==> src/rtl/mem_arbiter_ctrl.sv <==
// mem_arbiter_ctrl
//   Shares one byte-wide RAM/IO port between the instruction fetcher (IF) and
//   the load/store buffer (LSB). It breaks each 1/2/4-byte request into
//   single-byte cycles and reassembles read data little-endian. A one-cycle
//   done pulse goes to the requester that was served. The two requesters are
//   arbitrated round-robin, and speculative reads are dropped on ROB roll back.
//
// Ports
//   clk, rst            clock, synchronous active-high reset
//   rdy                 global ready; low freezes every register
//   mem_din/mem_dout    RAM/IO read byte / write byte
//   mem_a, mem_wr       RAM/IO byte address, write strobe
//   io_buffer_full      IO write buffer full (stalls stores to IO space)
//   IF_*                fetch request (4 bytes) and done/instruction result
//   LSB_*               load/store request and done/load-data result
//   ROB_roll_back       flush speculative reads
//   state_dbg           current FSM state (IDLE=0, IF_RD=1, LSB_RD=2, LSB_WR=3)
//
// Handshake: a requester raises *_req_valid and holds it (with stable
// payload) until it sees its *_done pulse. It then drops valid. The pulse
// lasts exactly one cycle. The controller accepts nothing on the cycle after
// any done pulse.
module mem_arbiter_ctrl #(
  parameter int          ADDR_WIDTH = 32,
  parameter int          DATA_WIDTH = 32,
  parameter logic [1:0]  IO_ADDR_HI = 2'b11
) (
  input  logic                  clk,
  input  logic                  rst,
  input  logic                  rdy,
  input  logic [7:0]            mem_din,
  output logic [7:0]            mem_dout,
  output logic [ADDR_WIDTH-1:0] mem_a,
  output logic                  mem_wr,
  input  logic                  io_buffer_full,
  input  logic                  IF_req_valid,
  input  logic [ADDR_WIDTH-1:0] IF_req_addr,
  output logic                  IF_done,
  output logic [DATA_WIDTH-1:0] IF_inst,
  input  logic                  LSB_req_valid,
  input  logic                  LSB_req_wr,
  input  logic [ADDR_WIDTH-1:0] LSB_req_addr,
  input  logic [1:0]            LSB_req_size,
  input  logic [DATA_WIDTH-1:0] LSB_req_data,
  output logic                  LSB_done,
  output logic [DATA_WIDTH-1:0] LSB_rdata,
  input  logic                  ROB_roll_back,
  output logic [1:0]            state_dbg
);

  typedef enum logic [1:0] {IDLE = 2'd0, IF_RD = 2'd1, LSB_RD = 2'd2, LSB_WR = 2'd3} state_t;

  state_t                state;
  logic                  last_grant;   // 0 = IF, 1 = LSB
  logic [2:0]            step;         // bytes issued (write) / edges since accept (read)
  logic [2:0]            nbytes;
  logic [ADDR_WIDTH-1:0] base_addr;
  logic [DATA_WIDTH-1:0] wdata;
  logic [DATA_WIDTH-1:0] rbuf;

  logic                  can_accept;
  logic                  grant_lsb;
  logic                  acc_blocked;
  logic                  wr_blocked;
  logic [2:0]            req_nbytes;
  logic [2:0]            cap_idx;
  logic [ADDR_WIDTH-1:0] cur_addr;
  logic [DATA_WIDTH-1:0] rd_merge;
  logic [7:0]            wr_byte;

  assign state_dbg  = state;
  assign can_accept = !IF_done && !LSB_done && !ROB_roll_back;
  // With both requesting, the one not served last time wins.
  assign grant_lsb  = LSB_req_valid && (!IF_req_valid || !last_grant);
  assign req_nbytes = (LSB_req_size == 2'd0) ? 3'd1 :
                      (LSB_req_size == 2'd1) ? 3'd2 : 3'd4;
  assign cur_addr   = base_addr + ADDR_WIDTH'(step);
  assign acc_blocked = (LSB_req_addr[17:16] == IO_ADDR_HI) && io_buffer_full;
  assign wr_blocked  = (cur_addr[17:16] == IO_ADDR_HI) && io_buffer_full;

  // Byte arriving on mem_din belongs to the address driven two edges ago.
  always_comb begin
    cap_idx  = step - 3'd2;
    rd_merge = rbuf;
    for (int i = 0; i < 4; i++)
      if (cap_idx[1:0] == 2'(i)) rd_merge[8*i +: 8] = mem_din;
    wr_byte = wdata[7:0];
    for (int i = 0; i < 4; i++)
      if (step[1:0] == 2'(i)) wr_byte = wdata[8*i +: 8];
  end

  always_ff @(posedge clk) begin
    if (rst) begin
      state      <= IDLE;
      last_grant <= 1'b0;
      step       <= 3'd0;
      nbytes     <= 3'd0;
      base_addr  <= '0;
      wdata      <= '0;
      rbuf       <= '0;
      mem_a      <= '0;
      mem_dout   <= 8'h00;
      mem_wr     <= 1'b0;
      IF_done    <= 1'b0;
      LSB_done   <= 1'b0;
      IF_inst    <= '0;
      LSB_rdata  <= '0;
    end else if (rdy) begin
      IF_done  <= 1'b0;
      LSB_done <= 1'b0;
      mem_wr   <= 1'b0;
      case (state)
        IDLE: begin
          if (can_accept && (IF_req_valid || LSB_req_valid)) begin
            step <= 3'd1;
            rbuf <= '0;
            if (grant_lsb) begin
              last_grant <= 1'b1;
              base_addr  <= LSB_req_addr;
              nbytes     <= req_nbytes;
              wdata      <= LSB_req_data;
              mem_a      <= LSB_req_addr;
              if (LSB_req_wr) begin
                state <= LSB_WR;
                // Byte 0 goes out on the accept edge unless IO is full.
                if (acc_blocked) begin
                  step <= 3'd0;
                end else begin
                  mem_wr   <= 1'b1;
                  mem_dout <= LSB_req_data[7:0];
                end
              end else begin
                state <= LSB_RD;
              end
            end else begin
              last_grant <= 1'b0;
              base_addr  <= IF_req_addr;
              nbytes     <= 3'd4;
              mem_a      <= IF_req_addr;
              state      <= IF_RD;
            end
          end
        end
        IF_RD, LSB_RD: begin
          if (ROB_roll_back) begin
            state <= IDLE;
          end else begin
            if (step < nbytes) mem_a <= cur_addr;
            if (step >= 3'd2) rbuf <= rd_merge;
            step <= step + 3'd1;
            if (step == nbytes + 3'd1) begin
              state <= IDLE;
              if (state == IF_RD) begin
                IF_inst <= rd_merge;
                IF_done <= 1'b1;
              end else begin
                LSB_rdata <= rd_merge;
                LSB_done  <= 1'b1;
              end
            end
          end
        end
        LSB_WR: begin
          // Committed store: roll back does not interrupt it.
          if (step < nbytes) begin
            if (!wr_blocked) begin
              mem_a    <= cur_addr;
              mem_dout <= wr_byte;
              mem_wr   <= 1'b1;
              step     <= step + 3'd1;
            end
          end else begin
            LSB_done <= 1'b1;
            state    <= IDLE;
          end
        end
        default: state <= IDLE;
      endcase
    end
  end

endmodule

==> config.mk <==
export PLATFORM = sky130hd
export DESIGN_NAME = mem_arbiter_ctrl
export DESIGN_NICKNAME = d
export VERILOG_FILES = /design/src/rtl/mem_arbiter_ctrl.sv
export SDC_FILE = /design/constraint.sdc
export NUM_CORES = 1
export LEC_CHECK = 0
export CAP_MARGIN = 20
export CORE_MARGIN = 2
export CORE_UTILIZATION = 45
export CTS_BUF_LIST = sky130_fd_sc_hd__clkbuf_8
export DETAILED_ROUTE_END_ITERATION = 10
export GPL_ROUTABILITY_DRIVEN = 0
export PLACE_DENSITY = 0.71
export SKIP_CTS_REPAIR_TIMING = 1
export SYNTH_ARGS = -nofsm -noshare
export SYNTH_HDL_FRONTEND = slang
export SYNTH_SLANG_ARGS = --single-unit
==> constraint.sdc <==
create_clock -name clk -period 8.2 [get_ports clk]
set_clock_uncertainty 0.05 [all_clocks]
set_input_delay 0.82 -clock clk [delete_from_list [all_inputs] [get_ports clk]]
set_output_delay 0.82 -clock clk [all_outputs]
set_load 0.05 [all_outputs]
==> results.cfg, run 1 <==
[status]
status = completed

[logic_synthesis]
synth-seq-area-share_pct = 42.3
yosys.area.top_type = dfxtp_1
synth_cells = 1167
yosysMostFrequentCell = dfxtp_1
synth-seq-cells = 212
netlist.area_leader.share_pct = 42.3
avgSynthCellArea_sq_um = 8.60
syn_nets = 1297
synth-edff-count = 0
async_flop_share_pct = 0
syn-cell-area_sq_um = 10000
synth_cell_types = 64
yosys_warnings = 0
synth_common_cells = dfxtp_1 (212), nand2_1 (183), nor2_1 (146), mux2i_1 (114), a211oi_1 (92)
ys.flop_type = dfxtp_1
synthTopCellsByArea = dfxtp_1 (42%), mux2i_1 (11%), a211oi_1 (6.9%)

[timing]
maxSlewViolCount = 0
grt_setup_unrepaired = false
finalCritPeriodShare_pct = 46.5
hold_viol_final = 0
tns_ps = 0
final-setup-viol-count = 0
period_needed_ps = 3810
fmax_mhz = 262
slew_headroom_pct = 33.5
worst-slew-pin-transition_ps = 998
fin_worst_hold_slack_ps = 406

[critical_path]
cp_max_fo = 32
critPathRequiredTime_ps = 8540
reg2regPathDepth = 9
startpoint_type = flip-flop
cp.arrival_ps = 4150
path_class = reg2reg
worstSetupEndpointType = flip-flop

[global_route]
grt_pass1_wl_um = 44900
grt.total_usage_pct = 23.0
first_global_vias = 8689
antenna_found_initial = 0
overflow = 0
grt_max_degree = 98

[final_layout]
nFillCells = 1965
area_growth_pct = 31.6
nNetsFinal = 1473
antenna_cells = 0
drive_above_1_share_pct = 7.23

[clocking]
clk_path_buf_depth = 3
htree_levels = 2
cts_tree = yes
cts_made_buffers = 37
root_buffer = clkbuf_8
cts_sinks = 212
clk_pin_slew_worst_paths_ps = 60
clock_latency_ps = 530

[floorplan]
core_area_sq_um = 21800
die_y_um = 153
start_util_pct = 46.0
io_pins = 223
die-area_sq_um = 23500
fp-row-count = 54
chipWidth_um = 153

[drt]
drc_errors = 0
drt_iter0_drc = 514
dr.pass1.iters = 5
final_antenna_net_count = 0
routedWlPerCell_um = 16.7
wl_um = 27600
vias_per_cell = 5.51
vias = 9093

[power_and_ir_drop]
vdd_drop_max_v = 0.000132
power.density_nw_per_um2 = 203
cellLeakagePower_uw = 0.00484
power_uw = 2680

[place]
dpl.hpwl_um = 18700
io_buffer_count = 222

[worst_hold_path]
hold_depth = 2
holdCritPathClass = reg2reg

[run]
maxCapViolations = 0
-- worst max-delay path, stage by stage (launching register included) --
cell	delay, ps
dfxtp_1	500
inv_1	170
fa_1	460
nor2b_1	530
o2111ai_1	350
nor4_2	380
o22ai_2	210
a21oi_4	150
buf_4	460
mux2_1	370
-- placed cells by master, fill, tap and decap left out, types with 9 or more instances in the layout --
cell type | Yosys | final
nor2b_1 | 9 | 9
inv_1 | 15 | 21
clkbuf_8 | 0 | 49
o211ai_1 | 26 | 26
buf_4 | 3 | 11
o21ai_0 | 30 | 30
mux2i_1 | 114 | 114
a21oi_1 | 59 | 59
a32oi_1 | 25 | 25
nor2_1 | 146 | 145
nand3_1 | 10 | 10
clkdlybuf4s50_1 | 0 | 221
nand2_1 | 183 | 183
dfxtp_1 | 212 | 212
xor2_1 | 14 | 14
ha_1 | 15 | 14
a211oi_1 | 92 | 92
-- registers in the layout, summed over array words and instances (netlist names) --
name and flops:
step 3, mem_dout 8, nbytes 3, last_grant 1
IF_done 1, rbuf 32, IF_inst 32, LSB_rdata 32
LSB_done 1, wdata 32, mem_wr 1, mem_a 32
state_dbg 2, base_addr 32
-- area by class of cell --
| class | count | area (sq um) | area share, % |
|---|---|---|---|
| repair buffers | 236 | 2370 | 17.9 |
| inverters | 17 | 63.8 | 0.483 |
| flip-flops and latches | 212 | 4240 | 32.1 |
| clock buffers | 49 | 674 | 5.11 |
| well taps | 280 | 350 | 2.65 |
| multi-input cells | 839 | 5350 | 40.5 |
| clock inverters | 16 | 149 | 1.13 |
-- logic make-up after synthesis --
kind of cell,Yosys count,synth area share [%]
buffers and inverters,116,4.70
XOR/XNOR,23,2.16
AND/OR/NAND/NOR,402,17.2
multiplexers,125,12.6
AO/OA/AOI/OAI,273,18.9
adder cells (fa/ha/maj),16,2.07
flip-flops,212,42.3
-- stage by stage --
| stage | instances | setup slack, ps | area, sq um | util (%) |
|---|---|---|---|---|
| finish | 1649 | 4390 | 13200 | 60.5 |
| global route | 1649 | 4120 | 13200 | 60.5 |
| CTS | 1647 | 4430 | 13200 | 60.3 |
| detailed placement | 1582 | 4030 | 12300 | 56.5 |
| global placement | 1581 | 4110 | 12300 | 56.4 |
| floorplan | 1167 | 5290 | 10000 | - |
-- layer usage --
metal  vias up  GRT usage [%]  share of wire, %
met2       268           37.1                46
met4         0           5.78               1.5
li1       4500              -                 -
met1      4293           31.8                46
met5         -              0                 0
met3        32           4.56               6.7
-- report_power, final --
| group | internal [uW] | switching, uW | total (uW) |
|---|---|---|---|
| logic | 200 | 309 | 509 |
| registers | 1080 | 34.8 | 1110 |
| clock network | 628 | 431 | 1060 |
-- path summary, 6_finish.rpt --
path,slack (ps),endpoint,startpoint
setup reg to reg,4390,mem_a[30],step[1]
setup / recovery,4390,mem_a[30],step[1]
hold reg to reg,410,wdata[18],wdata[18]
hold / removal,410,wdata[18],wdata[18]
Note: power is estimated with default switching activity, not from simulation.
==> inputs of run 2 (changes only) <==
--- a/config.mk
+++ b/config.mk
@@ -11,7 +11,7 @@
 export CTS_BUF_LIST = sky130_fd_sc_hd__clkbuf_8
 export DETAILED_ROUTE_END_ITERATION = 10
 export GPL_ROUTABILITY_DRIVEN = 0
-export PLACE_DENSITY = 0.71
+export PLACE_DENSITY = 0.74
 export SKIP_CTS_REPAIR_TIMING = 1
 export SYNTH_ARGS = -nofsm -noshare
 export SYNTH_HDL_FRONTEND = slang
==> constraint.sdc (replaced) <==
create_clock -name clk -period 3.42 [get_ports clk]
set_clock_uncertainty 0.05 [all_clocks]
set_input_delay 0.342 -clock clk [delete_from_list [all_inputs] [get_ports clk]]
set_output_delay 0.342 -clock clk [all_outputs]
set_load 0.05 [all_outputs]
==> results.cfg, run 2 (synthesis results as in run 1) <==
[drt]
vias = 9099
vias_per_cell = 5.45
wl_um = 27700
drt_iter0_drc = 583
dr.pass1.iters = 5
final_antenna_net_count = 0
routedWlPerCell_um = 16.6
drc_errors = 0

[place]
place_area_sq_um = 12500
dpl.hpwl_um = 19300
io_buffer_count = 222

[global_route]
antenna_found_initial = 1
grt_pass1_wl_um = 44700
first_global_vias = 8582
grt.total_usage_pct = 22.9
grt_max_degree = 95
overflow = 0

[timing]
grt_setup_unrepaired = false
finalCritPeriodShare_pct = 88.2
period_needed_ps = 3020
maxSlewViolCount = 0
slew_headroom_pct = 37.0
hold_viol_final = 0
worst-slew-pin-transition_ps = 945
fmax_mhz = 332
fin_worst_hold_slack_ps = 144
tns_ps = 0
final-setup-viol-count = 0

[final_layout]
area_growth_pct = 32.2
fin_area_sq_um = 13300
seqCellArea_sq_um = 4240
multi_input_area_sq_um = 5350
layout_common_cells = clkdlybuf4s50_1 (221), dfxtp_1 (212), nand2_1 (183)
layout_commonest_cell = clkdlybuf4s50_1
nNetsFinal = 1493
final_util_pct = 60.7
drive_above_1_share_pct = 7.93
nFillCells = 1932

[floorplan]
fp-row-count = 54
die_y_um = 153
io_pins = 223
start_util_pct = 46.0
chipWidth_um = 153
core_area_sq_um = 21800
die-area_sq_um = 23500

[clocking]
cts_sinks = 212
clk_pin_slew_worst_paths_ps = 60
clk_path_buf_depth = 3
htree_levels = 2
root_buffer = clkbuf_8
cts_made_buffers = 36
clock_latency_ps = 520
cts_tree = yes

[critical_path]
startpoint_type = flip-flop
critPathRequiredTime_ps = 3810
path_class = reg2reg
cp_max_fo = 19
reg2regPathDepth = 11
startpoint = step[0]
timing.rr.start = step[0]
worstSetupEndpointType = flip-flop
crit_end = mem_a[20]
r2r_end = mem_a[20]
cp_cell_sequence = ha_1 -> inv_1 -> fa_1 -> nor2b_1 -> o2111ai_1 -> nor4_2 -> o22ai_2 -> a21oi_4 -> buf_16 -> buf_4 -> mux2i_1
cpPeakStageDelay_ps = 440
cpMaxStageDelayCell = a21oi_4
ff2ff_setup_slack_ps = 400
cp.arrival_ps = 3410

[worst_hold_path]
holdCritPathClass = in2reg
hold_depth = 2

[power_and_ir_drop]
vdd_drop_max_v = 0.000231
cellLeakagePower_uw = 0.00491
power.density_nw_per_um2 = 458

[run]
maxCapViolations = 0

[status]
status = completed
run 2: cell types whose count changed in the layout (fill, tap and decap cells not counted), sizes merged:
cell	delta
inv	+9
clkinvlp	-1
bufinv	-3
clkinv	-2
buf	+21
clkbuf	-5
diode	+2
run 2: area by class of cell:
class / count / area share, %
multi-input combinational: 839 / 40.4
antenna: 2 / 0.0378
inverter: 17 / 0.481
tap: 280 / 2.64
clock buffer: 44 / 4.57
sequential: 212 / 32.0
timing repair buffer: 257 / 19.3
clock inverter: 19 / 0.604
run 2: worst min path at each step:
stage / slack, ps / from / to
CTS: 130 / rst / base_addr[25]
detailed placement: 400 / wdata[29] / wdata[29]
global route: 150 / rst / base_addr[25]
finish: 140 / rst / base_addr[29]
floorplan: 390 / wdata[0] / wdata[0]
global placement: 390 / wdata[4] / wdata[4]
run 2: routing by layer:
layer	global-route usage (%)	up-vias	part of all wire [%]
met2	35.5	292	45
met1	32.0	4236	46
met5	0	-	0
met3	5.19	31	7.3
met4	6.26	0	1.7
li1	-	4540	-
run 2: critical path: cells and delay by family, from the launching register on:
family,cells,cell delay [ps]
flops,1,390
compound gates,3,770
simple gates,2,480
buf+inv,3,490
mux,1,190
fa+ha+maj,2,580
run 2: where the power goes:
part / switching, uW / leakage (uW) / internal [uW] / total [uW]
registers: 82.7 / 0.00172 / 2580 / 2670
clock network: 1000 / 0.000413 / 1160 / 2160
logic: 746 / 0.00278 / 501 / 1250
total: 1830 / 0.00491 / 4250 / 6080
run 2: per-stage QoR:
stage	cells	worst slack [ps]	power (uW)
6_report	1670	404	6080
5_1_grt	1669	161	6340
3_3_place_gp	1604	110	3940
2_1_floorplan	1167	505	3510
4_1_cts	1667	-16.6	6110
3_5_place_dp	1604	6.11	3950
==> inputs of run 3 (changes only) <==
==> constraint.sdc (replaced) <==
create_clock -name clk -period 3.42 [get_ports clk]
set_clock_uncertainty 0.05 [all_clocks]
set_input_delay 0.684 -clock clk [delete_from_list [all_inputs] [get_ports clk]]
set_output_delay 0.684 -clock clk [all_outputs]
set_load 0.005 [all_outputs]
==> results.cfg, run 3 (synthesis results as in run 1) <==
[final_layout]
final_util_pct = 60.9
area_growth_pct = 32.4
layout_common_cells = clkdlybuf4s50_1 (221), dfxtp_1 (212), nand2_1 (183)
layout_commonest_cell = clkdlybuf4s50_1
drive_above_1_share_pct = 8.09
nNetsFinal = 1494
nFillCells = 1921
fin_area_sq_um = 13300
multi_input_area_sq_um = 5350
seqCellArea_sq_um = 4240

[worst_hold_path]
holdCritPathClass = reg2reg
hold_depth = 2

[critical_path]
startpoint = step[0]
r2r_end = mem_a[25]
timing.rr.start = step[0]
ff2ff_setup_slack_ps = 250
reg2regPathDepth = 11
cp.arrival_ps = 3570
startpoint_type = flip-flop
critPathRequiredTime_ps = 3820
crit_end = mem_a[25]
path_class = reg2reg
worstSetupEndpointType = flip-flop
cp_max_fo = 21

[drt]
drt_iter0_drc = 656
routedWlPerCell_um = 16.6
drc_errors = 0
vias_per_cell = 5.48
vias = 9134
wl_um = 27700
dr.pass1.iters = 5
final_antenna_net_count = 0

[floorplan]
die-area_sq_um = 23500
fp-row-count = 54
chipWidth_um = 153
io_pins = 223
core_area_sq_um = 21800
start_util_pct = 46.0
die_y_um = 153

[global_route]
grt_max_degree = 186
overflow = 0
first_global_vias = 8646
antenna_found_initial = 1
grt_pass1_wl_um = 44500
grt.total_usage_pct = 22.8

[clocking]
clock_latency_ps = 520
clk_pin_slew_worst_paths_ps = 60
clk_path_buf_depth = 3
cts_tree = yes
root_buffer = clkbuf_8
htree_levels = 2
cts_made_buffers = 37
cts_sinks = 212

[timing]
layout_setup_ws_ps = 249
maxSlewViolCount = 0
grt_setup_unrepaired = false
worst-slew-pin-transition_ps = 969
fmax_mhz = 315
tns_ps = 0
period_needed_ps = 3170
finalCritPeriodShare_pct = 92.7
hold_viol_final = 0
slew_headroom_pct = 35.3
final-setup-viol-count = 0

[place]
io_buffer_count = 222
place_area_sq_um = 12600
pre_cts_slack_ps = -28.8
dpl.hpwl_um = 19300

[run]
maxCapViolations = 0

[power_and_ir_drop]
vdd_drop_max_v = 0.000312
power.density_nw_per_um2 = 446
cellLeakagePower_uw = 0.00490

[status]
status = completed
==> run 3: per-layer routing <==
layer / routed length, um / GRT usage (%) / part of all wire, % / vias up
met5: 0 / 0 / 0 / -
met2: 12900 / 36.7 / 47 / 276
li1: - / - / - / 4533
met4: 486 / 6.88 / 1.8 / 0
met3: 1920 / 5.05 / 6.9 / 36
met1: 12400 / 30.7 / 45 / 4289
==> run 3: layout make-up <==
class / instances / area share [%]
Tap cell: 280 / 2.64
Inverter: 17 / 0.480
Multi-Input combinational cell: 839 / 40.3
Clock buffer: 45 / 4.66
Antenna cell: 1 / 0.0188
Clock inverter: 15 / 0.697
Sequential cell: 212 / 31.9
Timing Repair Buffer: 257 / 19.3
==> run 3: worst min path at each step <==
stage	startpoint	to	slack, ps
final	wdata[30]	wdata[30]	400
after floorplan	wdata[0]	wdata[0]	390
after CTS	wdata[17]	wdata[17]	400
after global placement	wdata[4]	wdata[4]	390
after global routing	wdata[0]	wdata[0]	420
after detailed placement	wdata[17]	wdata[17]	400
==> run 3: power by group <==
group	internal (uW)	switching, uW
sequential	2590	80.8
combinational	499	515
clock	1250	993
total	4340	1590
==> run 3: per-stage QoR <==
stage,total power [uW],hold WS (ps),std cells
3_3_place_gp,3710,391,1605
6_report,5930,405,1666
3_5_place_dp,3730,397,1605
4_1_cts,5980,405,1665
5_1_grt,6200,423,1665
2_1_floorplan,3280,386,1167
==> run 3: critical path: stages, from the launching register on <==
cell,delay [ps]
dfxtp_1,330
ha_1,160
inv_1,50
fa_1,380
nor2b_1,220
o2111ai_1,170
nor4_2,230
buf_4,180
o22ai_2,80
a21oi_4,780
buf_4,300
mux2i_1,190
